==> src/rtl/alu_pkg.sv <==
// alu_pkg: ALU op and forwarding-select encodings shared by the execute stage.
package alu_pkg;
  localparam int ALU_OP_W = 4;
  localparam int FWD_SEL_W = 2;
  typedef enum logic [ALU_OP_W-1:0] {
    ALU_ADD   = 4'd0,
    ALU_SUB   = 4'd1,
    ALU_SLL   = 4'd2,
    ALU_SLT   = 4'd3,
    ALU_SLTU  = 4'd4,
    ALU_XOR   = 4'd5,
    ALU_SRL   = 4'd6,
    ALU_SRA   = 4'd7,
    ALU_OR    = 4'd8,
    ALU_AND   = 4'd9,
    ALU_PASSB = 4'd10
  } alu_op_e;
  typedef enum logic [FWD_SEL_W-1:0] {
    FWD_RF  = 2'd0,
    FWD_MEM = 2'd1,
    FWD_WB  = 2'd2,
    FWD_RF3 = 2'd3
  } fwd_sel_e;
endpackage

==> src/rtl/alu_32.sv <==
// alu_32: combinational RV32I ALU; op codes 11-15 yield zero.
module alu_32 import alu_pkg::*; (
  input  logic [ALU_OP_W-1:0] op,
  input  logic [31:0]         a,
  input  logic [31:0]         b,
  output logic [31:0]         y
);
  logic [31:0] sll_y, srl_y, sra_y;
  sra_32 u_sra (.a(a), .sh(b[4:0]), .y(sra_y));
  // log2 barrel stages; only b[4:0] steer the shift
  always_comb begin
    sll_y = a;
    srl_y = a;
    for (int i = 0; i < 5; i++) begin
      sll_y = b[i] ? sll_y << (1 << i) : sll_y;
      srl_y = b[i] ? srl_y >> (1 << i) : srl_y;
    end
  end
  always_comb begin
    y = '0;
    case (op)
      ALU_ADD:   y = a + b;
      ALU_SUB:   y = a - b;
      ALU_SLL:   y = sll_y;
      ALU_SLT:   y = {31'b0, $signed(a) < $signed(b)};
      ALU_SLTU:  y = {31'b0, a < b};
      ALU_XOR:   y = a ^ b;
      ALU_SRL:   y = srl_y;
      ALU_SRA:   y = sra_y;
      ALU_OR:    y = a | b;
      ALU_AND:   y = a & b;
      ALU_PASSB: y = b;
      default:   y = '0;
    endcase
  end
endmodule

==> src/rtl/sra_32.sv <==
// sra_32: 32-bit arithmetic right shift, sign-filled from a[31].
module sra_32 (
  input  logic [31:0] a,
  input  logic [4:0]  sh,
  output logic [31:0] y
);
  assign y = $signed(a) >>> sh;
endmodule

==> src/rtl/ex_alu_stage.sv <==
// ex_alu_stage: RV32I execute stage with single-entry EX/MEM register; define EX_FWD_EN for operand forwarding.
module ex_alu_stage import alu_pkg::*; #(
  parameter int XLEN = 32,
  parameter int RADDR_W = 5
) (
  input  logic                i_clk,
  input  logic                i_rst_n,
  input  logic                i_flush,
  input  logic                i_in_valid,
  output logic                o_in_ready,
  input  logic [XLEN-1:0]     i_pc,
  input  logic [XLEN-1:0]     i_rs1_data,
  input  logic [XLEN-1:0]     i_rs2_data,
  input  logic [XLEN-1:0]     i_imm,
  input  logic                i_op_a_sel,
  input  logic                i_op_b_sel,
  input  logic [ALU_OP_W-1:0] i_alu_op,
  input  logic [RADDR_W-1:0]  i_rd_addr,
  input  logic                i_rd_wren,
`ifdef EX_FWD_EN
  input  logic [FWD_SEL_W-1:0] i_fwd_a_sel,
  input  logic [FWD_SEL_W-1:0] i_fwd_b_sel,
  input  logic [XLEN-1:0]      i_mem_fwd_data,
  input  logic [XLEN-1:0]      i_wb_fwd_data,
`endif
  output logic                o_out_valid,
  input  logic                i_out_ready,
  output logic [XLEN-1:0]     o_alu_result,
  output logic [XLEN-1:0]     o_store_data,
  output logic [RADDR_W-1:0]  o_rd_addr,
  output logic                o_rd_wren
);
  logic [XLEN-1:0] rs1, rs2, op_a, op_b, alu_y;
  logic fire;
`ifdef EX_FWD_EN
  assign rs1 = i_fwd_a_sel == FWD_MEM ? i_mem_fwd_data : i_fwd_a_sel == FWD_WB ? i_wb_fwd_data : i_rs1_data;
  assign rs2 = i_fwd_b_sel == FWD_MEM ? i_mem_fwd_data : i_fwd_b_sel == FWD_WB ? i_wb_fwd_data : i_rs2_data;
`else
  assign rs1 = i_rs1_data;
  assign rs2 = i_rs2_data;
`endif
  assign op_a = i_op_a_sel ? i_pc : rs1;
  assign op_b = i_op_b_sel ? i_imm : rs2;
  assign o_in_ready = !o_out_valid || i_out_ready;
  assign fire = i_in_valid && o_in_ready;
  alu_32 u_alu (.op(i_alu_op), .a(op_a), .b(op_b), .y(alu_y));
  // flush only kills valid; the data registers keep their last contents
  always_ff @(posedge i_clk or negedge i_rst_n) begin
    if (!i_rst_n) begin
      o_out_valid  <= 1'b0;
      o_alu_result <= '0;
      o_store_data <= '0;
      o_rd_addr    <= '0;
      o_rd_wren    <= 1'b0;
    end else if (i_flush) begin
      o_out_valid <= 1'b0;
    end else if (fire) begin
      o_out_valid  <= 1'b1;
      o_alu_result <= alu_y;
      o_store_data <= rs2;
      o_rd_addr    <= i_rd_addr;
      o_rd_wren    <= i_rd_wren && |i_rd_addr;
    end else if (i_out_ready) begin
      o_out_valid <= 1'b0;
    end
  end
endmodule

==> config.mk <==
export PLATFORM = sky130hd
export DESIGN_NAME = ex_alu_stage
export DESIGN_NICKNAME = d
export VERILOG_FILES = /design/src/rtl/alu_pkg.sv /design/src/rtl/alu_32.sv /design/src/rtl/sra_32.sv /design/src/rtl/ex_alu_stage.sv
export SDC_FILE = /design/constraint.sdc
export NUM_CORES = 1
export LEC_CHECK = 0
export BUFFER_PORTS_ARGS = -buffer_cell sky130_fd_sc_hd__buf_4
export CORE_MARGIN = 3
export CORE_UTILIZATION = 45
export DETAILED_ROUTE_END_ITERATION = 6
export PLACE_DENSITY_LB_ADDON = 0.25
export SYNTH_ARGS = -nofsm -noshare
export SYNTH_HDL_FRONTEND = slang
export SYNTH_SLANG_ARGS = --single-unit
export TNS_END_PERCENT = 5
==> constraint.sdc <==
create_clock -name i_clk -period 4.7 [get_ports i_clk]
set_input_delay 0.47 -clock i_clk [delete_from_list [all_inputs] [get_ports i_clk]]
set_output_delay 0.47 -clock i_clk [all_outputs]
set_load 0.05 [all_outputs]
==> results of run 1 <==
[state kept, by name, summed over array words and instances (netlist names)]
| name | flops |
|---|---|
| o_rd_wren | 1 |
| o_alu_result | 32 |
| o_rd_addr | 5 |
| o_out_valid | 1 |
| o_store_data | 32 |
[cell type report]
cell class,count,area (µm²),share of cell area
Clock buffer,10,239.0,0.01571
Multi-Input combinational cell,1443,9762,0.6416
Inverter,99,371.6,0.02442
Timing Repair Buffer,340,2565,0.1686
Tap cell,341,426.7,0.02804
Sequential cell,71,1777,0.1168
Clock inverter,6,75.07,0.004934
[cells by family after synthesis]
group	after synthesis	share of synthesized area
flip-flops	71	0.1431
adder cells (fa/ha/maj)	102	0.1040
buffers and inverters	227	0.07536
multiplexers	181	0.1547
AO/OA/AOI/OAI	625	0.3305
AND/OR/NAND/NOR	519	0.1810
XOR/XNOR	16	0.01128
[worst max path at each step]
stage                    start                to  slack (ns)
global placement    i_op_b_sel  o_alu_result[26]       -0.12
CTS                 i_op_b_sel  o_alu_result[26]        0.30
finish              i_op_b_sel  o_alu_result[26]        -0.1
global route        i_op_b_sel  o_alu_result[26]       0.007
floorplan           i_op_b_sel  o_alu_result[30]        0.03
detailed placement  i_op_b_sel  o_alu_result[26]       -0.05
[cell usage after synthesis, drive strengths merged (21+ instances only)]
cell,n
nand3,27
o211ai,29
o22ai,35
buf,58
inv,98
o31ai,21
nor3,39
mux2,53
dfrtp,71
a21oi,158
o21ai,136
nand2,186
clkbuf,70
ha,100
a221oi,22
a22oi,22
nor2,190
a211oi,47
mux2i,128
[power by group]
group          internal [mW]  switching, mW  total, mW  leakage [nW]
registers              0.703         0.0560      0.759         0.891
clock network          0.436          0.336      0.772         0.152
logic                  0.882           1.73       2.61          5.91
total                   2.02           2.12       4.14          6.95
[layer usage]
layer  wire [µm]  up-vias  share of wire
met5           0        -              0
met4        5062        0          0.078
met3        7018      254           0.11
met2       28120     1188           0.43
met1       25110     7356           0.38
li1            -     6899              -
[cells in the final DEF (no fill, tap or decap), drive strengths merged, types with 21 or more instances in the layout]
cell type / count
a211oi: 47
a21oi: 158
a221oi: 22
a22oi: 22
buf: 340
dfrtp: 71
ha: 100
inv: 102
mux2: 53
mux2i: 128
nand2: 186
nand3: 27
nor2: 190
nor3: 39
o211ai: 29
o21ai: 136
o22ai: 35
o31ai: 21
[worst register-to-register path: cells and delay by family, from the launching register on]
family                 cells  cell delay [ns]
AOI/OAI and AO/OA          7             1.17
buffers and inverters      2             0.58
and+or+nand+nor            3             0.73
DFF                        1             0.39
[stage by stage]
step           setup TNS, ns  worst slack, ns  area [µm²]  utilization
6_report            -0.09889         -0.09889       15220       0.5630
3_3_place_gp         -0.1295          -0.1192       14900       0.5514
5_1_grt                    0         0.006946       15220       0.5630
4_1_cts                    0           0.2997       15220       0.5630
3_5_place_dp        -0.05065         -0.05065       14900       0.5514
2_1_floorplan              0          0.02911       12420            -
==> out/qor.csv, run 1 <==
metric,value,unit
ctsHoldBuffers,0,
slew_violations,0,
grt_pass1_wl,93.83,mm
critPathTopFamily,compound AO/OA/AOI/OAI gates,
finalCritPeriodShare,1.021,
violations,"DRC, setup timing",
die_w,172.1,µm
synth.net_count,1988,
cts_tree,built,
grtUsageTotal,0.4238,
synth_flop_cell,dfrtp_1,
finClkSkew,0.007034,ns
path_clk_slew,0.07,ns
area_delta_synth_final,22.52,%
critPathMaxStageDelay,0.97,ns
leakagePower,6.955,nW
fp.coreArea,0.02703,mm²
reg2reg_slack,1.67,ns
cp.depth,16,
worst_pin_slew,1.232,ns
gp_congestion,1.118,
use_met3,0.08688,
yosys.area.top_type,dfrtp_1,
path_class,in -> reg,
crit_path_start_kind,primary input,
clock-sinks,71,
cp.buffers_inverters,6,
cpMaxStageDelayCell,a2111oi_0,
reg2regPathDepth,12,
path_cells,"buf_4, buf_4, mux2i_1, ha_1, inv_1, o31ai_1, a31oi_1, a2111oi_0, buf_4, a211o_1, a21oi_1, buf_4, o31ai_1, o22ai_1, buf_4, a31oi_1",
ys_seq_elements,71,
vias_per_cell,6.795,
diodes,0,
grt_overflow,0,
die_y,172.1,µm
r2r_start,o_out_valid,
die-area,0.02963,mm²
synth_warnings,0,
portBuffers,216,
r2r-end,o_alu_result[9],
ctsRootBufferMaster,clkbuf_16,
yosysUniqueCellTypes,79,
route.detailed.drc,14,
powerDensity,272.4,mW/mm²
hold_ws,0.2585,ns
crit_fanout,17,
wl_per_cell,28.27,µm
hold_class,in -> async,
postCtsSetupBuffers,0,
clock_latency,0.36,ns
ys_seq_area_frac,0.1431,
syn_area_per_cell,7.133,µm²
numCtsBuffers,9,
cts.path.max_buffers,2,
grt_pass1_vias,14550,
finalCriticalPeriod,4.799,ns
crit_arrival,5.07,ns
drt-pass1-iter-count,7,
initial_utilization,0.4595,
ys_async_sr_fraction,1.000,
cp-end-kind,register,
antenna_left,0,
dp_hpwl,51.90,mm
final_hold_viol_count,0,
max_slew_margin,0.1573,
required,4.97,ns
dp_cells,2294,
via_count,15700,
path_common_cell,buf_4,
status,finished with violations,
antenna_found_initial,1,
grt_max_degree,73,
first_iter_violations,2365,
core.rowCount,60,
use_met2,0.6598,
syn_area,0.01242,mm²
synth_cells,1741,
h-tree-depth,3,
synth_edf_count,0,
total_power,4.144,mW
fill_cells,2640,
gr-usage-met1,0.5395,
synthDominantCellAreaShare,0.1431,
ir_worst_vdd,0.0001953,V
busiest_layer,met2,
finalSetupViolCount,1,
rsz0062_at_grt,no,
nets,2211,
drt_wl_total,65.31,mm
layout_setup_ws,-0.09889,ns
fin_cells,2310,
max-cap-violations,0,
synthTopCellsByArea,"dfrtp_1 14%, ha_1 10%, mux2i_1 9.8%, a21oi_1 6.4%, nor2_1 5.7%",
ios,217,
drive_above_1_share,0.2230,
post_cts_resized,0,
timing.fmax,208.4,MHz
Power figures use the tool's default switching activity.
==> inputs of run 2 (changes only) <==
--- a/config.mk
+++ b/config.mk
@@ -10,6 +10,7 @@
 export CORE_UTILIZATION = 45
 export DETAILED_ROUTE_END_ITERATION = 6
 export PLACE_DENSITY_LB_ADDON = 0.25
+export RECOVER_POWER = 50
 export SYNTH_ARGS = -nofsm -noshare
 export SYNTH_HDL_FRONTEND = slang
 export SYNTH_SLANG_ARGS = --single-unit
==> run 2 against run 1 <==
Net effect:
- the run ends with capacitance limit, slew limit, setup timing left
- largest power group unchanged
- clock skew increased by 0.0027 ns
- flip-flop and latch count unchanged
- fmax increased by 0.41%
- final cell count about the same
- cell area decreased by 0.84%
- clock power about the same
- largest cell class unchanged
- core utilization decreased by 0.47 points
- critical endpoint unchanged
- clock-buffer cell count unchanged
- non-clock buffer count unchanged
- critical path depth unchanged
- hold slack improved by 0.0056 ns
==> out/qor.csv, run 2 (same netlist as run 1, synthesis figures left out) <==
metric,value,unit
ctsRootBufferMaster,clkbuf_16,
path_class,in -> reg,
status,finished with violations,
ir_worst_vdd,0.0001941,V
final_hold_viol_count,0,
drt-pass1-iter-count,5,
final_cell_area,0.01509,mm²
layout_setup_ws,-0.07919,ns
hold_ws,0.2642,ns
drt_wl_total,65.46,mm
path_clk_slew,0.07,ns
final_cell_mix,"304 x buf_4, 188 x nor2_1, 186 x nand2_1, 158 x a21oi_1, 130 x o21ai_0",
leakagePower,6.827,nW
reg2reg_slack,1.68,ns
crit_path_start_kind,primary input,
grt_overflow,0,
numCtsBuffers,9,
antenna_found_initial,1,
final_common_cell,buf_4,
crit_fanout,17,
placed_area,0.01490,mm²
wl_per_cell,28.33,µm
slew_violations,72,
die_w,172.1,µm
reg2regPathDepth,12,
finalSetupViolCount,1,
nets,2211,
finalCriticalPeriod,4.779,ns
crit_arrival,5.06,ns
required,4.98,ns
antenna_left,0,
first_iter_violations,2371,
grt_pass1_wl,93.83,mm
initial_utilization,0.4595,
die-area,0.02963,mm²
fp.coreArea,0.02703,mm²
dp_hpwl,51.90,mm
ios,217,
finClkSkew,0.009691,ns
violations,"capacitance limit, slew limit, setup timing",
clock_latency,0.36,ns
portBuffers,216,
postCtsSetupBuffers,0,
max_slew_margin,-0.2461,
core.rowCount,60,
cts_tree,built,
worst_pin_slew,1.869,ns
finalCritPeriodShare,1.017,
fill_cells,2660,
ctsHoldBuffers,0,
post-route-util,0.5583,
route.detailed.drc,0,
timing.fmax,209.2,MHz
post_cts_resized,0,
gp_congestion,1.118,
grt_max_degree,73,
via_count,15760,
powerDensity,271.8,mW/mm²
clock-sinks,71,
hold_depth,2,
hold_class,in -> reg,
grtUsageTotal,0.4238,
vias_per_cell,6.817,
area_delta_synth_final,21.49,%
place_ws,-0.05065,ns
largestRegisters,"o_alu_result (32), o_store_data (32), o_rd_addr (5)",
h-tree-depth,3,
die_y,172.1,µm
max-cap-violations,1,
grt_pass1_vias,14550,
cp-end-kind,register,
drive_above_1_share,0.2057,
cts.path.max_buffers,2,
rsz0062_at_grt,no,
run 2: changes by cell type in the layout (fill, tap and decap cells not counted):
cell / delta
diode_2: +1
buf_4: -35
clkbuf_1: +34
clkbuf_2: +1
run 2: report_power, final:
part	switching, mW	internal (mW)
sequential	0.0547	0.703
clock	0.336	0.436
combinational	1.73	0.837
total	2.12	1.98
run 2: layer usage:
layer	GRT usage	wire (µm)	part of all wire
met5	0	0	0
met4	0.2586	5089	0.078
met3	0.08688	7147	0.11
met2	0.6598	28260	0.43
met1	0.5395	24960	0.38
run 2: final timing paths:
kind,startpoint,to
max,i_op_b_sel,o_alu_result[26]
min in group asynchronous,i_rst_n,o_alu_result[30]
max in group asynchronous,i_rst_n,o_alu_result[1]
min,i_flush,o_out_valid
max reg2reg,o_out_valid,o_alu_result[9]
min reg2reg,o_alu_result[17],o_alu_result[17]
run 2: worst max-delay path: stages:
cell	delay (ns)
buf_4	0.16
buf_4	0.34
mux2i_1	0.42
ha_1	0.43
inv_1	0.20
o31ai_1	0.47
a31oi_1	0.24
a2111oi_0	0.95
buf_4	0.24
a211o_1	0.12
a21oi_1	0.12
buf_4	0.15
o31ai_1	0.24
o22ai_1	0.14
buf_4	0.15
a31oi_1	0.17
run 2: final cells by class:
class / instances / area (µm²) / share of cell area
sequential: 71 / 1777 / 0.1178
multi-input combinational: 1443 / 9762 / 0.6470
clock buffer: 10 / 239.0 / 0.01584
timing repair buffer: 340 / 2435 / 0.1614
inverter: 99 / 371.6 / 0.02463
antenna: 1 / 2.502 / 0.0001659
tap: 341 / 426.7 / 0.02828
clock inverter: 6 / 75.07 / 0.004976
run 2: per-stage QoR:
step,TNS [ns],power (mW),instances
final,-0.07919,4.101,2311
after global routing,0,4.260,2310
after CTS,0,4.073,2310
after detailed placement,-0.05065,3.294,2294
after global placement,-0.1295,3.273,2294
after floorplan,0,2.346,1741
==> inputs of run 3 (changes only) <==
--- a/config.mk
+++ b/config.mk
@@ -9,7 +9,8 @@
 export CORE_MARGIN = 3
 export CORE_UTILIZATION = 45
 export DETAILED_ROUTE_END_ITERATION = 6
-export PLACE_DENSITY_LB_ADDON = 0.25
+export HOLD_SLACK_MARGIN = 0.06
+export PLACE_DENSITY_LB_ADDON = 0.05
 export RECOVER_POWER = 50
 export SYNTH_ARGS = -nofsm -noshare
 export SYNTH_HDL_FRONTEND = slang
==> run 3 against run 2 <==
Net effect:
- core utilization is 0.16 points lower
- the run ends with DRC, capacitance limit, slew limit left
- register-to-register slack gained 0.11 ns
- clock-buffer cell count did not move
- clock power increased by 13%
- power grew 1.8%
- fmax grew 9.9%
- highest routed layer unchanged
- sequential share of layout area about the same
- non-clock buffer count down 12
==> out/qor.csv, run 3 (same netlist as run 1, synthesis figures left out) <==
metric,value,unit
status,finished with violations,
violations,"DRC, capacitance limit, slew limit",
fill_cells,2696,
leakagePower,6.800,nW
post_cts_resized,0,
critPathMaxStageDelay,0.64,ns
die_y,172.1,µm
core.rowCount,60,
powerDensity,277.6,mW/mm²
fp.coreArea,0.02703,mm²
ir_worst_vdd,0.0002052,V
h-tree-depth,3,
final_cell_mix,"289 x buf_4, 189 x nor2_1, 186 x nand2_1, 158 x a21oi_1, 130 x o21ai_0",
path_clk_slew,0.07,ns
ctsRootBufferMaster,clkbuf_16,
area_delta_synth_final,21.15,%
route.detailed.drc,27,
timing.fmax,230.0,MHz
postCtsSetupBuffers,0,
clock-sinks,71,
die-area,0.02963,mm²
final_hold_viol_count,0,
die_w,172.1,µm
crit_path_start_kind,primary input,
ctsHoldBuffers,0,
drive_above_1_share,0.1993,
slew_violations,72,
antenna_found_initial,0,
path_cells,"buf_4, mux2i_1, inv_1, ha_1, o21bai_1, a21oi_1, o31ai_1, a21oi_1, o21ai_0, o31ai_1, a21oi_1, o21ai_0, mux2i_1, a32oi_1",
ios,217,
cts_tree,built,
finalCritPeriodShare,0.9252,
numCtsBuffers,9,
finalSetupViolCount,0,
max_slew_margin,-0.3256,
antenna_left,0,
drt_wl_total,64.50,mm
grt_max_degree,73,
crit_arrival,4.58,ns
finClkSkew,0.01335,ns
diodes,0,
wl_per_cell,28.07,µm
clock_latency,0.36,ns
gp_congestion,1.097,
grtUsageTotal,0.4202,
tns,0,ns
path_class,in -> reg,
hold_class,in -> reg,
nets,2199,
path_common_cell,a21oi_1,
rsz0062_at_grt,no,
portBuffers,216,
dp_hpwl,50.00,mm
first_iter_violations,2239,
grt_pass1_wl,93.27,mm
cts.path.max_buffers,2,
crit_fanout,13,
finalCriticalPeriod,4.348,ns
required,4.93,ns
max-cap-violations,1,
vias_per_cell,6.821,
worst_pin_slew,1.988,ns
cp-end-kind,register,
via_count,15680,
drt-pass1-iter-count,7,
grt_overflow,0,
final_common_cell,buf_4,
post-route-util,0.5567,
grt_pass1_vias,14690,
initial_utilization,0.4595,
largestRegisters,"o_alu_result (32), o_store_data (32), o_rd_addr (5)",
cpMaxStageDelayCell,mux2i_1,
## run 3: final timing paths
check                           cells after the start  slack [ns]             from                to
worst max-delay path                               14        0.35       i_op_a_sel  o_alu_result[31]
worst min-delay path                                2        0.26          i_flush       o_out_valid
worst max register to register                     13        1.79      o_out_valid   o_alu_result[9]
worst min register to register                      2        0.48  o_alu_result[2]   o_alu_result[2]
max in group asynchronous                           1        2.85          i_rst_n   o_store_data[5]
min in group asynchronous                           1        0.66          i_rst_n      o_rd_addr[2]
## run 3: through the flow
| stage | worst slack (ns) | hold WS [ns] | area (µm²) | power, mW | std cells |
|---|---|---|---|---|---|
| 2_1_floorplan | 0.02911 | 0.1744 | 12420 | 2.346 | 1741 |
| 3_3_place_gp | 0.3434 | 0.4688 | 14830 | 3.252 | 2282 |
| 3_5_place_dp | 0.2148 | 0.4767 | 14830 | 3.275 | 2282 |
| 4_1_cts | 0.5759 | 0.2563 | 15180 | 4.153 | 2298 |
| 5_1_grt | 0.1752 | 0.2569 | 15050 | 4.342 | 2298 |
| 6_report | 0.3517 | 0.2564 | 15050 | 4.177 | 2298 |
## run 3: critical path: cells and delay by family
family                   cells  cell delay (ns)
AO/OA/AOI/OAI                9             2.52
buffers and inverters        2             0.44
multiplexers                 2             0.92
adder cells (fa/ha/maj)      1             0.23
## run 3: layout make-up
type	count	area [µm²]	area share
Multi-Input combinational cell	1443	9759	0.6486
Inverter	99	371.6	0.02470
Clock buffer	10	229.0	0.01522
Clock inverter	6	116.4	0.007734
Tap cell	341	426.7	0.02836
Sequential cell	71	1777	0.1181
Timing Repair Buffer	328	2366	0.1573
## run 3: layer usage
layer	up-vias	track usage	routed length, µm
li1	6872	-	-
met1	7314	0.5242	24430
met2	1211	0.6591	27920
met3	278	0.07796	6681
met4	0	0.2850	5466
met5	-	0	0
## run 3: report_power, final
group          switching, mW  internal, mW  leakage, nW  total [mW]
clock network          0.347         0.525        0.167       0.872
registers             0.0525         0.703        0.891       0.756
logic                   1.72         0.824         5.74        2.55
total                   2.12          2.05         6.80        4.18
